<file path="src/rtl/rf_pkg.sv">
// rtl/rf_pkg.sv - shared types and parameter defaults for the multiport register file
package rf_pkg;

  typedef enum logic [1:0] {
    IDLE,
    DUMP,
    DONE,
    HALTED
  } rf_dump_state_e;

  localparam int RF_DATA_W = 16;
  localparam int RF_ADDR_W = 4;
  localparam int RF_NUM_RD = 2;

endpackage

</file>
<file path="src/rtl/rf_dump_fsm.sv">
// rtl/rf_dump_fsm.sv - halt-triggered dump sequencer: walks every register out over valid/ready
module rf_dump_fsm
  import rf_pkg::*;
#(
  parameter int ADDR_W   = RF_ADDR_W,
  parameter int ZERO_REG = 1
) (
  input  logic              clk,
  input  logic              rst,
  input  logic              hlt,
  input  logic              dump_ready,
  output logic              dump_valid,
  output logic [ADDR_W-1:0] dump_addr,
  output logic              dump_done,
  output logic              wr_block
);

  localparam logic [ADDR_W-1:0] LAST_ADDR = '1;

  rf_dump_state_e    state_d, state_q;
  logic [ADDR_W-1:0] addr_d, addr_q;
  logic              valid_d, valid_q;
  logic              done_d, done_q;
  logic              hlt_q;

  always_comb begin
    state_d = state_q;
    addr_d  = addr_q;
    valid_d = valid_q;
    done_d  = 1'b0;
    case (state_q)
      IDLE: begin
        if (hlt && !hlt_q) begin
          state_d = DUMP;
          addr_d  = (ZERO_REG != 0) ? ADDR_W'(1) : '0;
          valid_d = 1'b1;
        end
      end
      DUMP: begin
        if (dump_ready) begin
          if (addr_q == LAST_ADDR) begin
            state_d = DONE;
            valid_d = 1'b0;
            done_d  = 1'b1;
          end else begin
            addr_d = addr_q + ADDR_W'(1);
          end
        end
      end
      DONE:    state_d = HALTED;
      HALTED:  if (!hlt) state_d = IDLE;
      default: state_d = IDLE;
    endcase
  end

  always_ff @(posedge clk) begin
    if (rst) begin
      state_q <= IDLE;
      addr_q  <= '0;
      valid_q <= 1'b0;
      done_q  <= 1'b0;
      hlt_q   <= 1'b0;
    end else begin
      state_q <= state_d;
      addr_q  <= addr_d;
      valid_q <= valid_d;
      done_q  <= done_d;
      hlt_q   <= hlt;
    end
  end

  // The array is frozen while entries are in flight so the dump is a consistent snapshot.
  assign wr_block   = (state_q == DUMP) || (state_q == DONE);
  assign dump_valid = valid_q;
  assign dump_addr  = addr_q;
  assign dump_done  = done_q;

endmodule

</file>
<file path="src/rtl/rf_multiport.sv">
// rtl/rf_multiport.sv - register file with NUM_RD registered read ports, one write port and dump port
module rf_multiport
  import rf_pkg::*;
#(
  parameter int DATA_W   = RF_DATA_W,
  parameter int ADDR_W   = RF_ADDR_W,
  parameter int NUM_RD   = RF_NUM_RD,
  parameter int ZERO_REG = 1,
  parameter int BYPASS   = 1
) (
  input  logic                     clk,
  input  logic                     rst,
  input  logic [NUM_RD-1:0]        rd_en,
  input  logic [NUM_RD*ADDR_W-1:0] rd_addr,
  output logic [NUM_RD*DATA_W-1:0] rd_data,
  input  logic                     wr_en,
  input  logic [ADDR_W-1:0]        wr_addr,
  input  logic [DATA_W-1:0]        wr_data,
  input  logic                     hlt,
  output logic                     dump_valid,
  input  logic                     dump_ready,
  output logic [ADDR_W-1:0]        dump_addr,
  output logic [DATA_W-1:0]        dump_data,
  output logic                     dump_done
);

  localparam int DEPTH = 1 << ADDR_W;

  logic [DATA_W-1:0] mem_d [DEPTH];
  logic [DATA_W-1:0] mem_q [DEPTH];
  logic              wr_block;
  logic              wr_acc;

  rf_dump_fsm #(
    .ADDR_W  (ADDR_W),
    .ZERO_REG(ZERO_REG)
  ) u_dump_fsm (
    .clk       (clk),
    .rst       (rst),
    .hlt       (hlt),
    .dump_ready(dump_ready),
    .dump_valid(dump_valid),
    .dump_addr (dump_addr),
    .dump_done (dump_done),
    .wr_block  (wr_block)
  );

  assign wr_acc = wr_en && !wr_block && !((ZERO_REG != 0) && (wr_addr == '0));

  always_comb begin
    mem_d = mem_q;
    if (wr_acc) mem_d[wr_addr] = wr_data;
  end

  always_ff @(posedge clk) begin
    if (rst) begin
      for (int j = 0; j < DEPTH; j++) mem_q[j] <= '0;
    end else begin
      mem_q <= mem_d;
    end
  end

  // Writes are frozen during the dump, so a direct array read stays stable under backpressure.
  assign dump_data = dump_valid ? mem_q[dump_addr] : '0;

  for (genvar i = 0; i < NUM_RD; i++) begin : g_rd
    logic [ADDR_W-1:0] addr;
    logic [DATA_W-1:0] rd_d, rd_q;

    assign addr = rd_addr[i*ADDR_W +: ADDR_W];

    always_comb begin
      rd_d = rd_q;
      if (rd_en[i]) begin
        if ((ZERO_REG != 0) && (addr == '0))             rd_d = '0;
        else if ((BYPASS != 0) && wr_acc && (wr_addr == addr)) rd_d = wr_data;
        else                                             rd_d = mem_q[addr];
      end
    end

    always_ff @(posedge clk) begin
      if (rst) rd_q <= '0;
      else     rd_q <= rd_d;
    end

    assign rd_data[i*DATA_W +: DATA_W] = rd_q;
  end

endmodule

</file>
<file path="config.mk">
export PLATFORM = sky130hd
export DESIGN_NAME = rf_multiport
export DESIGN_NICKNAME = d
export VERILOG_FILES = /design/src/rtl/rf_pkg.sv /design/src/rtl/rf_dump_fsm.sv /design/src/rtl/rf_multiport.sv
export SDC_FILE = /design/constraint.sdc
export NUM_CORES = 1
export LEC_CHECK = 0
export BUFFER_PORTS_ARGS = -buffer_cell sky130_fd_sc_hd__buf_2
export CELL_PAD_IN_SITES_DETAIL_PLACEMENT = 1
export CELL_PAD_IN_SITES_GLOBAL_PLACEMENT = 2
export CORE_MARGIN = 3
export CORE_UTILIZATION = 44
export CTS_CLUSTER_SIZE = 24
export DETAILED_ROUTE_END_ITERATION = 10
export GPL_TIMING_DRIVEN = 0
export PLACE_DENSITY_LB_ADDON = 0.25
export SLEW_MARGIN = 20
export SYNTH_ARGS = -nofsm -noshare
export SYNTH_HDL_FRONTEND = slang
export SYNTH_SLANG_ARGS = --single-unit
</file>
<file path="constraint.sdc">
create_clock -name clk -period 3.6 [get_ports clk]
set_clock_uncertainty 0.15 [all_clocks]
set_input_delay 0 -clock clk [delete_from_list [all_inputs] [get_ports clk]]
set_output_delay 0 -clock clk [all_outputs]
set_load 0.05 [all_outputs]
</file>
Word-level counts from Yosys, hierarchy flattened
Index checks and enable logic that the tools add are counted.
Storage, ports and cells
  flip-flop bits (word level): 297
  input bits: 35
  output and inout bits: 54
Cells by class
  add/subtract/negate cells: 1
  order comparisons: 5
  equal/unequal tests: 11
  multiplexer cells: 31
  bitwise logic cells: 6
  reduce and logical (&&, ||, !) cells: 19
Operators by type and width (count)
  $bwmux 256: 1
  $bmux 16 s4: 3
  $mux 16: 12
  $demux 16 s4: 1
  $ge 5x5->1 const B: 4
  $not 4->5: 4
  $logic_not 4->1: 3
  $mux 4: 3
  $reduce_and 4->1: 3
  $eq 4x4->1: 2
  $mux 2: 4
  $pmux 2 s4: 1
  $pmux 4 s2: 1
  $logic_and 1x1->1: 6
  $ne 2x2->1 const B: 3
  $lt 5x1->1 const B: 1
  $add 4x1->4 const B: 1
  $eq 2x2->1 const B: 2
  $eq 4x4->1 const B: 1
  $mux 1: 4
  $ne 2x1->1 const B: 2
  $logic_not 1->1: 3
  $reduce_or 3->1: 1
  $eq 2x1->1 const B: 1
  other kinds (5): 6

Depth between registers and ports, before layout
  depth in word-level cells: 8
  mapped depth: 9

Hierarchy
A second synthesis with hierarchy kept.
Second synthesis, totals
  cells, all modules: 1766
  area total of the unflattened synthesis: 17001.3 µm²
By module, submodules not included
  rf_multiport: times used 1, cells an instance 1709, area an instance 16483.3 µm², seq. area each 5765.5 µm²
  rf_dump_fsm: times used 1, cells an instance 57, area an instance 518.0 µm², seq. area each 180.2 µm²

Worst setup path after synthesis
OpenSTA, ideal clock, no wires.
  path type: register to output
  from: register u_dump_fsm.addr_q[0] (netlist: u_dump_fsm.dump_addr[0])
  to: output port dump_data[0]
  arrival: 2.319 ns
  slack: 1.131 ns
  cell stages (with the launch flop): 6
  path buffers: 2
  cell sequence: dfxtp_1 -> buf_6 -> buf_6 -> mux4_1 -> mux4_2 -> and2_1
On the way
  cells in the longest elaborated chain, start to end: 5
RTL lines
  start, declared: RTL line rf_dump_fsm.sv:21  | logic [ADDR_W-1:0] addr_d, addr_q;
  start signal, assigned: RTL line rf_dump_fsm.sv:65  | addr_q <= addr_d;
  $not 4->5 (not written as such): RTL line rf_multiport.sv:64  | assign dump_data = dump_valid ? mem_q[dump_addr] : '0;
  $bmux 16 s4: RTL line rf_multiport.sv:64
  $mux 16 (not written as such) (2 in series): RTL line rf_multiport.sv:64
  $mux 16: RTL line rf_multiport.sv:64
  end, declared: RTL line rf_multiport.sv:23  | output logic [DATA_W-1:0] dump_data,
Every way passes these cells. The select of a mux whose other input is x is not followed.

Worst setup path in the final report
  from: register u_dump_fsm.addr_q[1] (netlist: u_dump_fsm.dump_addr[1])
  to: output port dump_data[12]
The elaborated chain is that of the path after synthesis.

==> impl_results.md <==
* Finish-stage setup viols at 0
* Vias in the first global route at 15926
* Initial antenna violation count at 1
* Final weighted congestion in routability-driven placement at 1.04
* Sequential element share of the synthesized area at 0.350
* Headroom to the max-slew limit at 0.340
* Tot GR Track Use at 0.349
* H-tree depth reported by CTS at 2
* Count of unique library cells instantiated by Yosys at 40
* Main area contributors after synthesis: sky130_fd_sc_hd__dfxtp_1 35%, sky130_fd_sc_hd__mux2i_1 16%, sky130_fd_sc_hd__mux4_2 15%
* Post-synthesis instance total at 1719
* Type of the worst setup path: flop to primary output
* Number of iterations in the first detailed-routing pass at 5
* EDFF count, synth at 0
* LEAKAGE at 7.37 nW
* Final slew viol count at 0
* Share of the synthesized area in the top cell type at 0.350
* Arrival @ worst endpoint at 3.11 ns
* Total nets after synthesis at 1759
* Setup slack of the most critical reg-to-reg path at 0.48 ns
* Class of the worst hold path: input port to flop
* Fraction of final layout cells sized beyond drive strength 1 at 0.174
* Final routed wirelength across all metal layers at 72700 um
* Number of buffers added by the clock tree synthesis step at 36
* Wire length of the first global-routing pass at 106000 um
* Async set or reset register ratio after synthesis at 0
* Maximum resistive drop on vdd at 0.000416 V
* Boundary pin count at 89
* Height of the die at 203 um
* Unrepaired setup endpoints after global routing: false
* Post-CTS resize count at 0
* Most instantiated flip-flop cell in the synthesis netlist: sky130_fd_sc_hd__dfxtp_1
* Final Critical Period at 3.26 ns
* Worst-skew pair later-pin latency at 0.55 ns
* Initial Utilization at 0.449
* Net switching power at 2.76 mW
* Final core utilization at 0.516
* Final worst path period share at 0.906
* Final HPWL DP at 53900 um
* Fraction of power spent switching nets at 0.300
* Power Internal at 6.45 mW
* Clock Power Share at 0.432
* Post-Syn Area at 17000 um2
* Area leader, netlist: sky130_fd_sc_hd__dfxtp_1
* Endpoint class of the critical path: primary output
* Startpoint class of the critical path: flop
* # clock sinks at 297
* Worst-path clk slew at 0.06 ns
* Remaining routing DRC violations at 0
* Fraction of power consumed by combinational cells at 0.189
* Input/output buffers at 67
* Outcome: finished, final reports clean
* Buffer type at the clock tree root: sky130_fd_sc_hd__clkbuf_16
* Most common cell in the synthesized netlist: sky130_fd_sc_hd__dfxtp_1
* Warnings from Yosys at 0
* Layout Nets at 1890
* Most frequent cells after synthesis: 297 x sky130_fd_sc_hd__dfxtp_1, 272 x sky130_fd_sc_hd__mux2i_1, 239 x sky130_fd_sc_hd__nand2_1, 158 x sky130_fd_sc_hd__nor2_1, 114 x sky130_fd_sc_hd__mux4_2
* First DRT Iteration DRCs at 1571
* Buffers from clock root to sink, at most at 3
* Max-capacitance violation count at 0
* DIE WIDTH at 203 um
* Reg power frac at 0.379
* TritonCTS clock tree: yes
* Full die area at 41000 um2
* Average routed wire per standard cell at 30.4 um
* Worst Hold Margin at 0.0376 ns
* Global-route congestion overflow total at 0
* Power per unit of standard cell area at 472 nW/um2
* Aggregate negative setup slack at 0 ns
* Largest net degree at the start of global routing at 14
* Largest fanout of any net on the critical path at 10
* Final hold vios at 0
* Achievable Freq at 307 MHz
* Core box area at 37800 um2
* Flip-flop and latch count after synthesis at 297
* Rows at 71
* Number of routed nets with antenna violations at 0
* Via-per-instance ratio at 6.44
* Worst-Margin Slew at 0.991 ns
* Required arrival time at the worst endpoint at 3.45 ns
* Number of buffers added for setup after CTS at 0
* Vias after detailed routing at 15390
* Post-synthesis area per instance at 9.89 um2
* Layout overhead on the synthesized area at 14.8%
==> layer usage <==
layer | vias up | GRT usage | part of all wire | routed length [um]
met5 | - | 0 | 0 | 0
met4 | 0 | 0.225 | 0.077 | 5590
li1 | 6539 | - | - | -
met1 | 7767 | 0.433 | 0.39 | 28300
met3 | 259 | 0.0511 | 0.070 | 5060
met2 | 825 | 0.569 | 0.46 | 33700
==> through the flow <==
step / cell area (um2) / power, mW / setup slack, ns / cells
CTS: 19500 / 9.20 / 0.410 / 2387
detailed placement: 18000 / 5.24 / 0.527 / 2297
global route: 19500 / 9.44 / 0.375 / 2387
global placement: 18000 / 5.20 / 0.473 / 2297
finish: 19500 / 9.21 / 0.340 / 2388
floorplan: 17000 / 4.66 / 1.13 / 1719
==> state kept, by name, summed over array words and instances, names as in the netlist <==
register	cells
u_dump_fsm.dump_valid	1
mem_q	256
u_dump_fsm.dump_done	1
u_dump_fsm.dump_addr	4
g_rd.rd_q	32
u_dump_fsm.state_q	2
u_dump_fsm.hlt_q	1
==> placed cells by master (no fill, tap or decap), drive strengths merged, types with 26 or more instances in the layout <==
cell type      n
dfxtp        297
mux2i        272
nand2        241
nor2         161
buf          148
clkbuf       148
mux4         144
a21oi        103
o21ai         67
o22ai         64
nand3         38
and3          35
a211oi        35
dlygate4sd3   26
==> layout make-up <==
type / instances / area [um2]
clock inverter: 11 / 190
antenna: 1 / 2.50
multi-input combinational: 1243 / 10100
tap: 511 / 639
sequential: 297 / 5950
fill: 4283 / 18300
timing repair buffer: 93 / 596
clock buffer: 53 / 1090
buffer: 176 / 902
inverter: 3 / 11.3
==> path summary, 6_finish.rpt <==
| kind | startpoint | depth (start not counted) | endpoint |
|---|---|---|---|
| worst min register to register | g_rd[1].rd_q[7] | 2 | g_rd[1].rd_q[7] |
| worst max-delay path | u_dump_fsm.dump_addr[1] | 5 | dump_data[12] |
| worst min-delay path | wr_addr[0] | 5 | mem_q[211] |
| worst max register to register | u_dump_fsm.state_q[1] | 9 | mem_q[163] |
==> critical path, stage by stage (launching register included) <==
cell	delay, ns
sky130_fd_sc_hd__dfxtp_1	0.36
sky130_fd_sc_hd__clkbuf_1	0.66
sky130_fd_sc_hd__clkbuf_1	0.69
sky130_fd_sc_hd__mux4_2	0.46
sky130_fd_sc_hd__and2_1	0.18
sky130_fd_sc_hd__buf_2	0.20
==> power groups by stage <==
stage          Sequential, mW  Clock, mW  Combinational, mW
3_5_place_dp             3.56          0               1.68
3_3_place_gp             3.55          0               1.65
2_1_floorplan            3.59          0               1.07
6_report                 3.49       3.97               1.74
5_1_grt                  3.50       4.12               1.82
4_1_cts                  3.49       4.00               1.71
==> logic make-up (layout without fill, tap and decap cells) <==
group | count (synthesis) | after routing | synth area share
buffers and inverters | 179 | 336 | 0.0538
DFF | 297 | 297 | 0.350
AOI/OAI and AO/OA | 271 | 271 | 0.0901
and+or+nand+nor | 541 | 541 | 0.139
xor gates and xnor gates | 8 | 8 | 0.00412
other | 0 | 1 | 0
adders and majority gates | 5 | 5 | 0.00368
muxes | 418 | 418 | 0.359
==> repair_timing <==
item | in CTS | in global routing
hold buffers | 26 | 0
endpoints found under the setup margin | 0 | 0
endpoints found under the hold margin | 120 | 0
Power figures use the tool's default switching activity.
